## src/rtl/if_id_fetch_stage_pkg.sv

```systemverilog
// ============================================================================
// Module : if_id_fetch_stage_pkg
// Brief  : Shared fetch-pipeline constants, FSM encoding and helpers.
// Rev    : 1.0
// ============================================================================
`default_nettype none

package if_id_fetch_stage_pkg;

    localparam logic [31:0] c_nop_instr          = 32'h0000_0013;
    localparam logic [31:0] c_reset_vector       = 32'h0000_0000;
    localparam logic [31:0] c_word_mask          = 32'hFFFF_FFFC;
    localparam logic [31:0] c_instr_bytes        = 32'd4;

    typedef enum logic [1:0] {
        S_IDLE = 2'd0,
        S_REQ  = 2'd1,
        S_WAIT = 2'd2,
        S_HOLD = 2'd3
    } fetch_state_t;

    function automatic logic [31:0] word_align(input logic [31:0] addr);
        return addr & c_word_mask;
    endfunction

endpackage

`default_nettype wire

```

## src/rtl/if_id_hold_buffer.sv

```systemverilog
// ============================================================================
// Module : if_id_hold_buffer
// Brief  : One-entry skid buffer for a fetched word arriving during a stall.
// Rev    : 1.0
// ============================================================================
`default_nettype none

module if_id_hold_buffer
    import if_id_fetch_stage_pkg::*;
(
    input  logic        clk,
    input  logic        rst_n,
    input  logic        load,
    input  logic        clear,
    input  logic [31:0] load_pc,
    input  logic [31:0] load_instr,
    output logic        valid,
    output logic [31:0] pc,
    output logic [31:0] instr
);

    logic        r_valid;
    logic [31:0] r_pc;
    logic [31:0] r_instr;

    // Clear wins so a redirect can never leave a stale entry behind.
    always_ff @(posedge clk or negedge rst_n) begin
        if (!rst_n) begin
            r_valid <= 1'b0;
            r_pc    <= 32'h0000_0000;
            r_instr <= c_nop_instr;
        end else if (clear) begin
            r_valid <= 1'b0;
        end else if (load) begin
            r_valid <= 1'b1;
            r_pc    <= load_pc;
            r_instr <= load_instr;
        end
    end

    assign valid = r_valid;
    assign pc    = r_pc;
    assign instr = r_instr;

endmodule

`default_nettype wire

```

## src/rtl/if_id_fetch_stage.sv

```systemverilog
// ============================================================================
// Module : if_id_fetch_stage
// Brief  : Instruction fetch FSM feeding the IF/ID pipeline register.
// Rev    : 1.0
// ============================================================================
`default_nettype none

module if_id_fetch_stage
    import if_id_fetch_stage_pkg::*;
#(
    parameter logic [31:0] RESET_VECTOR = c_reset_vector
) (
    input  logic        clk,
    input  logic        rst_n,
    input  logic        clk_gate,
    input  logic        branch_taken,
    input  logic [31:0] branch_target,
    output logic        imem_req,
    output logic [31:0] imem_addr,
    input  logic [31:0] imem_rdata,
    input  logic        imem_rvalid,
    output logic [31:0] IF_ID_pc,
    output logic [31:0] IF_ID_instr,
    output logic        IF_ID_valid,
    output logic [4:0]  IF_ID_rs1,
    output logic [4:0]  IF_ID_rs2
);

    fetch_state_t r_state;
    logic [31:0]  r_pc;
    logic         r_discard;
    logic [31:0]  r_if_id_pc;
    logic [31:0]  r_if_id_instr;
    logic         r_if_id_valid;

    logic         w_buf_valid;
    logic [31:0]  w_buf_pc;
    logic [31:0]  w_buf_instr;
    logic         w_buf_load;
    logic         w_buf_clear;
    logic         w_deliver;
    logic         w_in_flight;

    assign w_deliver   = (r_state == S_WAIT) && imem_rvalid && !r_discard;
    // A request is still owed a response when redirected from these points.
    assign w_in_flight = (r_state == S_REQ) || ((r_state == S_WAIT) && !imem_rvalid);
    assign w_buf_load  = w_deliver && !clk_gate && !branch_taken;
    assign w_buf_clear = branch_taken || ((r_state == S_HOLD) && clk_gate);

    if_id_hold_buffer u_hold_buffer (
        .clk        (clk),
        .rst_n      (rst_n),
        .load       (w_buf_load),
        .clear      (w_buf_clear),
        .load_pc    (r_pc),
        .load_instr (imem_rdata),
        .valid      (w_buf_valid),
        .pc         (w_buf_pc),
        .instr      (w_buf_instr)
    );

    always_ff @(posedge clk or negedge rst_n) begin
        if (!rst_n) begin
            r_state       <= S_IDLE;
            r_pc          <= RESET_VECTOR;
            r_discard     <= 1'b0;
            r_if_id_pc    <= 32'h0000_0000;
            r_if_id_instr <= c_nop_instr;
            r_if_id_valid <= 1'b0;
        end else if (branch_taken) begin
            r_pc          <= word_align(branch_target);
            r_if_id_instr <= c_nop_instr;
            r_if_id_valid <= 1'b0;
            r_discard     <= w_in_flight;
            r_state       <= w_in_flight ? S_WAIT : S_REQ;
        end else begin
            case (r_state)
                S_IDLE: r_state <= S_REQ;
                S_REQ:  r_state <= S_WAIT;
                S_WAIT: begin
                    if (imem_rvalid) begin
                        if (r_discard) begin
                            r_discard <= 1'b0;
                            r_state   <= S_REQ;
                        end else if (clk_gate) begin
                            r_pc    <= r_pc + c_instr_bytes;
                            r_state <= S_REQ;
                        end else begin
                            r_state <= S_HOLD;
                        end
                    end
                end
                S_HOLD: begin
                    if (clk_gate) begin
                        r_pc    <= r_pc + c_instr_bytes;
                        r_state <= S_REQ;
                    end
                end
                default: r_state <= S_IDLE;
            endcase

            if (clk_gate) begin
                if (w_deliver) begin
                    r_if_id_pc    <= r_pc;
                    r_if_id_instr <= imem_rdata;
                    r_if_id_valid <= 1'b1;
                end else if ((r_state == S_HOLD) && w_buf_valid) begin
                    r_if_id_pc    <= w_buf_pc;
                    r_if_id_instr <= w_buf_instr;
                    r_if_id_valid <= 1'b1;
                end else begin
                    r_if_id_instr <= c_nop_instr;
                    r_if_id_valid <= 1'b0;
                end
            end
        end
    end

    assign imem_req    = (r_state == S_REQ);
    assign imem_addr   = r_pc;
    assign IF_ID_pc    = r_if_id_pc;
    assign IF_ID_instr = r_if_id_instr;
    assign IF_ID_valid = r_if_id_valid;
    assign IF_ID_rs1   = r_if_id_instr[19:15];
    assign IF_ID_rs2   = r_if_id_instr[24:20];

endmodule

`default_nettype wire

```

## config.mk

```make
export PLATFORM = sky130hd
export DESIGN_NAME = if_id_fetch_stage
export DESIGN_NICKNAME = d
export VERILOG_FILES = /design/src/rtl/if_id_fetch_stage_pkg.sv /design/src/rtl/if_id_hold_buffer.sv /design/src/rtl/if_id_fetch_stage.sv
export SDC_FILE = /design/constraint.sdc
export NUM_CORES = 1
export LEC_CHECK = 0
export CORE_MARGIN = 2
export CORE_UTILIZATION = 30
export CTS_CLUSTER_DIAMETER = 150
export DETAILED_ROUTE_END_ITERATION = 12
export PLACE_DENSITY = 0.62
export SKIP_LAST_GASP = 1
export SLEW_MARGIN = 20
export SYNTH_ARGS = -nofsm -noshare
export SYNTH_HDL_FRONTEND = slang
export SYNTH_SLANG_ARGS = --single-unit
export TNS_END_PERCENT = 100
```

## constraint.sdc

```tcl
create_clock -name clk -period 2.5 [get_ports clk]
set_input_delay 0.75 -clock clk [delete_from_list [all_inputs] [get_ports clk]]
set_output_delay 0.75 -clock clk [all_outputs]
set_load 0.02 [all_outputs]
```

==> out/metrics.cfg <==
[run_status]
outcome = finished clean

[logic_synthesis]
synthDominantAreaCellType = dfrtp_1
main_flop_type_after_synthesis = dfrtp_1
yosysSeqAreaShare_pct = 54.18
post-synth-top-count-cell = dfrtp_1
synth-async-reset-ratio_pct = 100.0
postSynthCellCount = 710
ys_top_cells_by_area = dfrtp_1, mux2_2, nand2_1, a31oi_1, mux2i_1
synth_top_cell_area_share_pct = 52.04
synth_cell_type_count = 48
post_synth_edffs = 0
yosysWarnings = 0
synth.cells.most_frequent = dfrtp_1, nand2_1, mux2_2
synthesis.area_mm2 = 0.007357
synth-seq-cells = 159
post_synth.cell_area_avg_um2 = 10.36

[global_routing]
antenna_found_initial = 0
grt_util_met3_pct = 4.778
pin_count_of_the_biggest_net_entering_global_routing = 57
grt_busiest_layer = met2
globalRoute.totalOverflow = 0
groute.usage.overall_pct = 16.04
number_of_global_route_vias_before_repair = 5874
use_met2_pct = 25.16
groute.layer.met1.usage_pct = 21.84
grt_first_pass_wirelength_mm = 32.79

[sta]
layout_min_cycle_time_ps = 2394
hold_violations = 0
report.final.slew_viol_count = 0
final.setup_skew_ps = 16.93
grt_setup_unrepaired = false
setup_viol = 0
post-route-period-util_pct = 95.78
fin_ws_ps = 105.5
maxClockFrequency_mhz = 417.6

[setup_path]
timing_worst_setup_path_type = flop to output pin
crit_chain = clkdlybuf4s50_1
reg2reg_to = imem_addr[27]$_DFFE_PN0P_
cpLargestDelayFamily = buffers and inverters
cp_max_fo = 9
ff2ff_path_depth = 4
data_required_time_at_the_worst_endpoint_ps = 1750
crit_slowest_cell = clkdlybuf4s50_1
r2r-start = imem_addr[12]$_DFFE_PN0P_
setup.reg_to_reg.worst_slack_ps = 320
timing.critical_path.from_type = flop
endpoint_kind = output pin
cp_num_cells = 1
cp.arrival_ps = 1640
cpPeakStageDelay_ps = 720
crit_buf_inv = 1

[routing]
drc_errors = 0
postRouteWirelength_mm = 19.83
drtAntennaViolNets = 0
num_vias = 5874
dr.pass1.iters = 4
vias_per_cell = 4.851
detail_route.wl_per_cell_um = 16.38
drt_iter0_markers = 385

[placement]
place_congestion = 0.7260
place_worst_setup_slack_ps = -111.7
detailed_place_hpwl_mm = 13.83
placed_cells_incl_taps = 1180
buffer_ports.inserted = 170
dpl_cell_area_mm2 = 0.009590

[pwr]
ir_worst_vdd_uv = 407.9
power-per-cell-area_mw_per_mm2 = 903.8
report.power.total_w = 0.009182
power.leakage_nw = 4.155

[final_layout]
antenna_diode_count = 0
multi_input_area_mm2 = 0.003073
synthToLayoutAreaGrowth_pct = 38.09
post_layout_nonfiller_instances = 1211
finalNetCount = 949
layout.core_utilization_pct = 42.02
seqCellArea_mm2 = 0.003986
n_fill_cell = 2368
fraction_of_layout_cells_with_a_size_suffix_above_1_pct = 16.12
fin_area_mm2 = 0.01016

[floorplan]
initial_utilization_pct = 30.43
number_of_standard_cell_rows_in_the_floorplan = 57
floorplan.die_area_mm2 = 0.02579
design.core.area_mm2 = 0.02418
vertical_extent_of_the_die_um = 160.6
die_x_um = 160.6
ioPinCount = 177

[clock_network]
cts_root_buf = clkbuf_16
insertion_delay_ps = 430
numClockSinks = 159
cts.reportedPaths.clkPinSlew_ps = 60
cts-hold-fix-buffers = 0
cts_inserted_buffers = 17
tritoncts = built
htree_num_levels = 4
clk_path_buf_depth = 2

[job]
maxCapViolCount = 0

[hold_path]
min-delay-path-class = input pin to async pin

==> how the worst max path moves through the flow <==
stage                                   startpoint  slack (ps)                          endpoint
after floorplan                       branch_taken         180  u_hold_buffer.pc[29]$_DFFE_PN0P_
after global placement                 imem_rvalid        -110  u_hold_buffer.pc[13]$_DFFE_PN0P_
after detailed placement               imem_rvalid        -110         imem_addr[18]$_DFFE_PN0P_
after CTS                 imem_addr[6]$_DFFE_PN0P_          80                      imem_addr[6]
after global routing      imem_addr[6]$_DFFE_PN0P_          40                      imem_addr[6]
final                     imem_addr[6]$_DFFE_PN0P_         110                      imem_addr[6]
==> what timing repair did <==
action / in CTS / in global routing
setup endpoints to repair: 1 / 4
cloned: 0 / 0
gates resized for setup: 1 / 1
buffers inserted: 0 / 0
==> layout make-up <==
type | instances | share of cell area, %
tap | 324 | 3.990
timing repair buffer | 206 | 20.64
multi-input combinational | 483 | 30.25
clock inverter | 13 | 1.268
sequential | 159 | 39.24
inverter | 8 | 0.2956
clock buffer | 18 | 4.323
==> state kept, by name, indices dropped and copies added, names as in the netlist <==
signal / cells
IF_ID_pc: 30
IF_ID_instr: 32
r_discard: 1
r_state: 2
IF_ID_valid: 1
u_hold_buffer.pc: 30
u_hold_buffer.valid: 1
imem_addr: 30
u_hold_buffer.instr: 32
==> logic make-up (layout without fill, tap and decap cells) <==
logic type	Yosys count	in the layout	synth area share, %
AND/OR/NAND/NOR	244	244	15.14
flip-flops	159	159	54.18
AO/OA/AOI/OAI	137	137	11.67
multiplexers	85	85	12.57
buffers and inverters	71	245	4.592
XOR/XNOR	8	8	0.9524
adder cells (fa/ha/maj)	5	5	0.8503
other	1	4	0.05097
==> metal layers <==
layer,wire (µm),vias to the layer above
met1,9152,2877
met5,0,-
met4,189,0
li1,-,2841
met3,1313,14
met2,9177,142
==> through the flow <==
step                TNS [ps]  hold WS, ps
floorplan                  0        449.7
global placement       -6559        459.8
detailed placement     -6543        466.5
CTS                        0        215.5
global route               0        229.3
finish                     0        221.6
==> placed cells by master, fill, tap and decap left out, types with 3 or more instances in the layout <==
| master | n |
|---|---|
| inv_6 | 5 |
| ha_1 | 5 |
| nand3_1 | 14 |
| inv_1 | 7 |
| a21oi_1 | 3 |
| xor2_1 | 8 |
| mux2i_1 | 26 |
| clkbuf_16 | 17 |
| conb_1 | 4 |
| nor2_1 | 56 |
| o31ai_1 | 16 |
| and4_1 | 4 |
| buf_12 | 10 |
| o211ai_1 | 5 |
| o2111ai_1 | 4 |
| buf_4 | 26 |
| or4_1 | 18 |
| nand2b_1 | 3 |
| a311oi_1 | 5 |
| clkinvlp_4 | 3 |
| nand4_1 | 5 |
| or3_1 | 4 |
| dfstp_2 | 6 |
| clkdlybuf4s50_1 | 168 |
| nand2_1 | 118 |
| a31oi_1 | 51 |
| nor3_1 | 3 |
| mux2_2 | 59 |
| o21ai_0 | 45 |
| and3_1 | 4 |
| dfrtp_1 | 153 |
==> where the power goes <==
group / internal, W / switching, W / leakage, nW / total [W]
registers: 0.00338 / 0.000479 / 2.01 / 0.00386
clock network: 0.00142 / 0.00116 / 0.274 / 0.00258
logic: 0.00144 / 0.00131 / 1.87 / 0.00274
No activity file was read; power rests on OpenSTA's default activity.
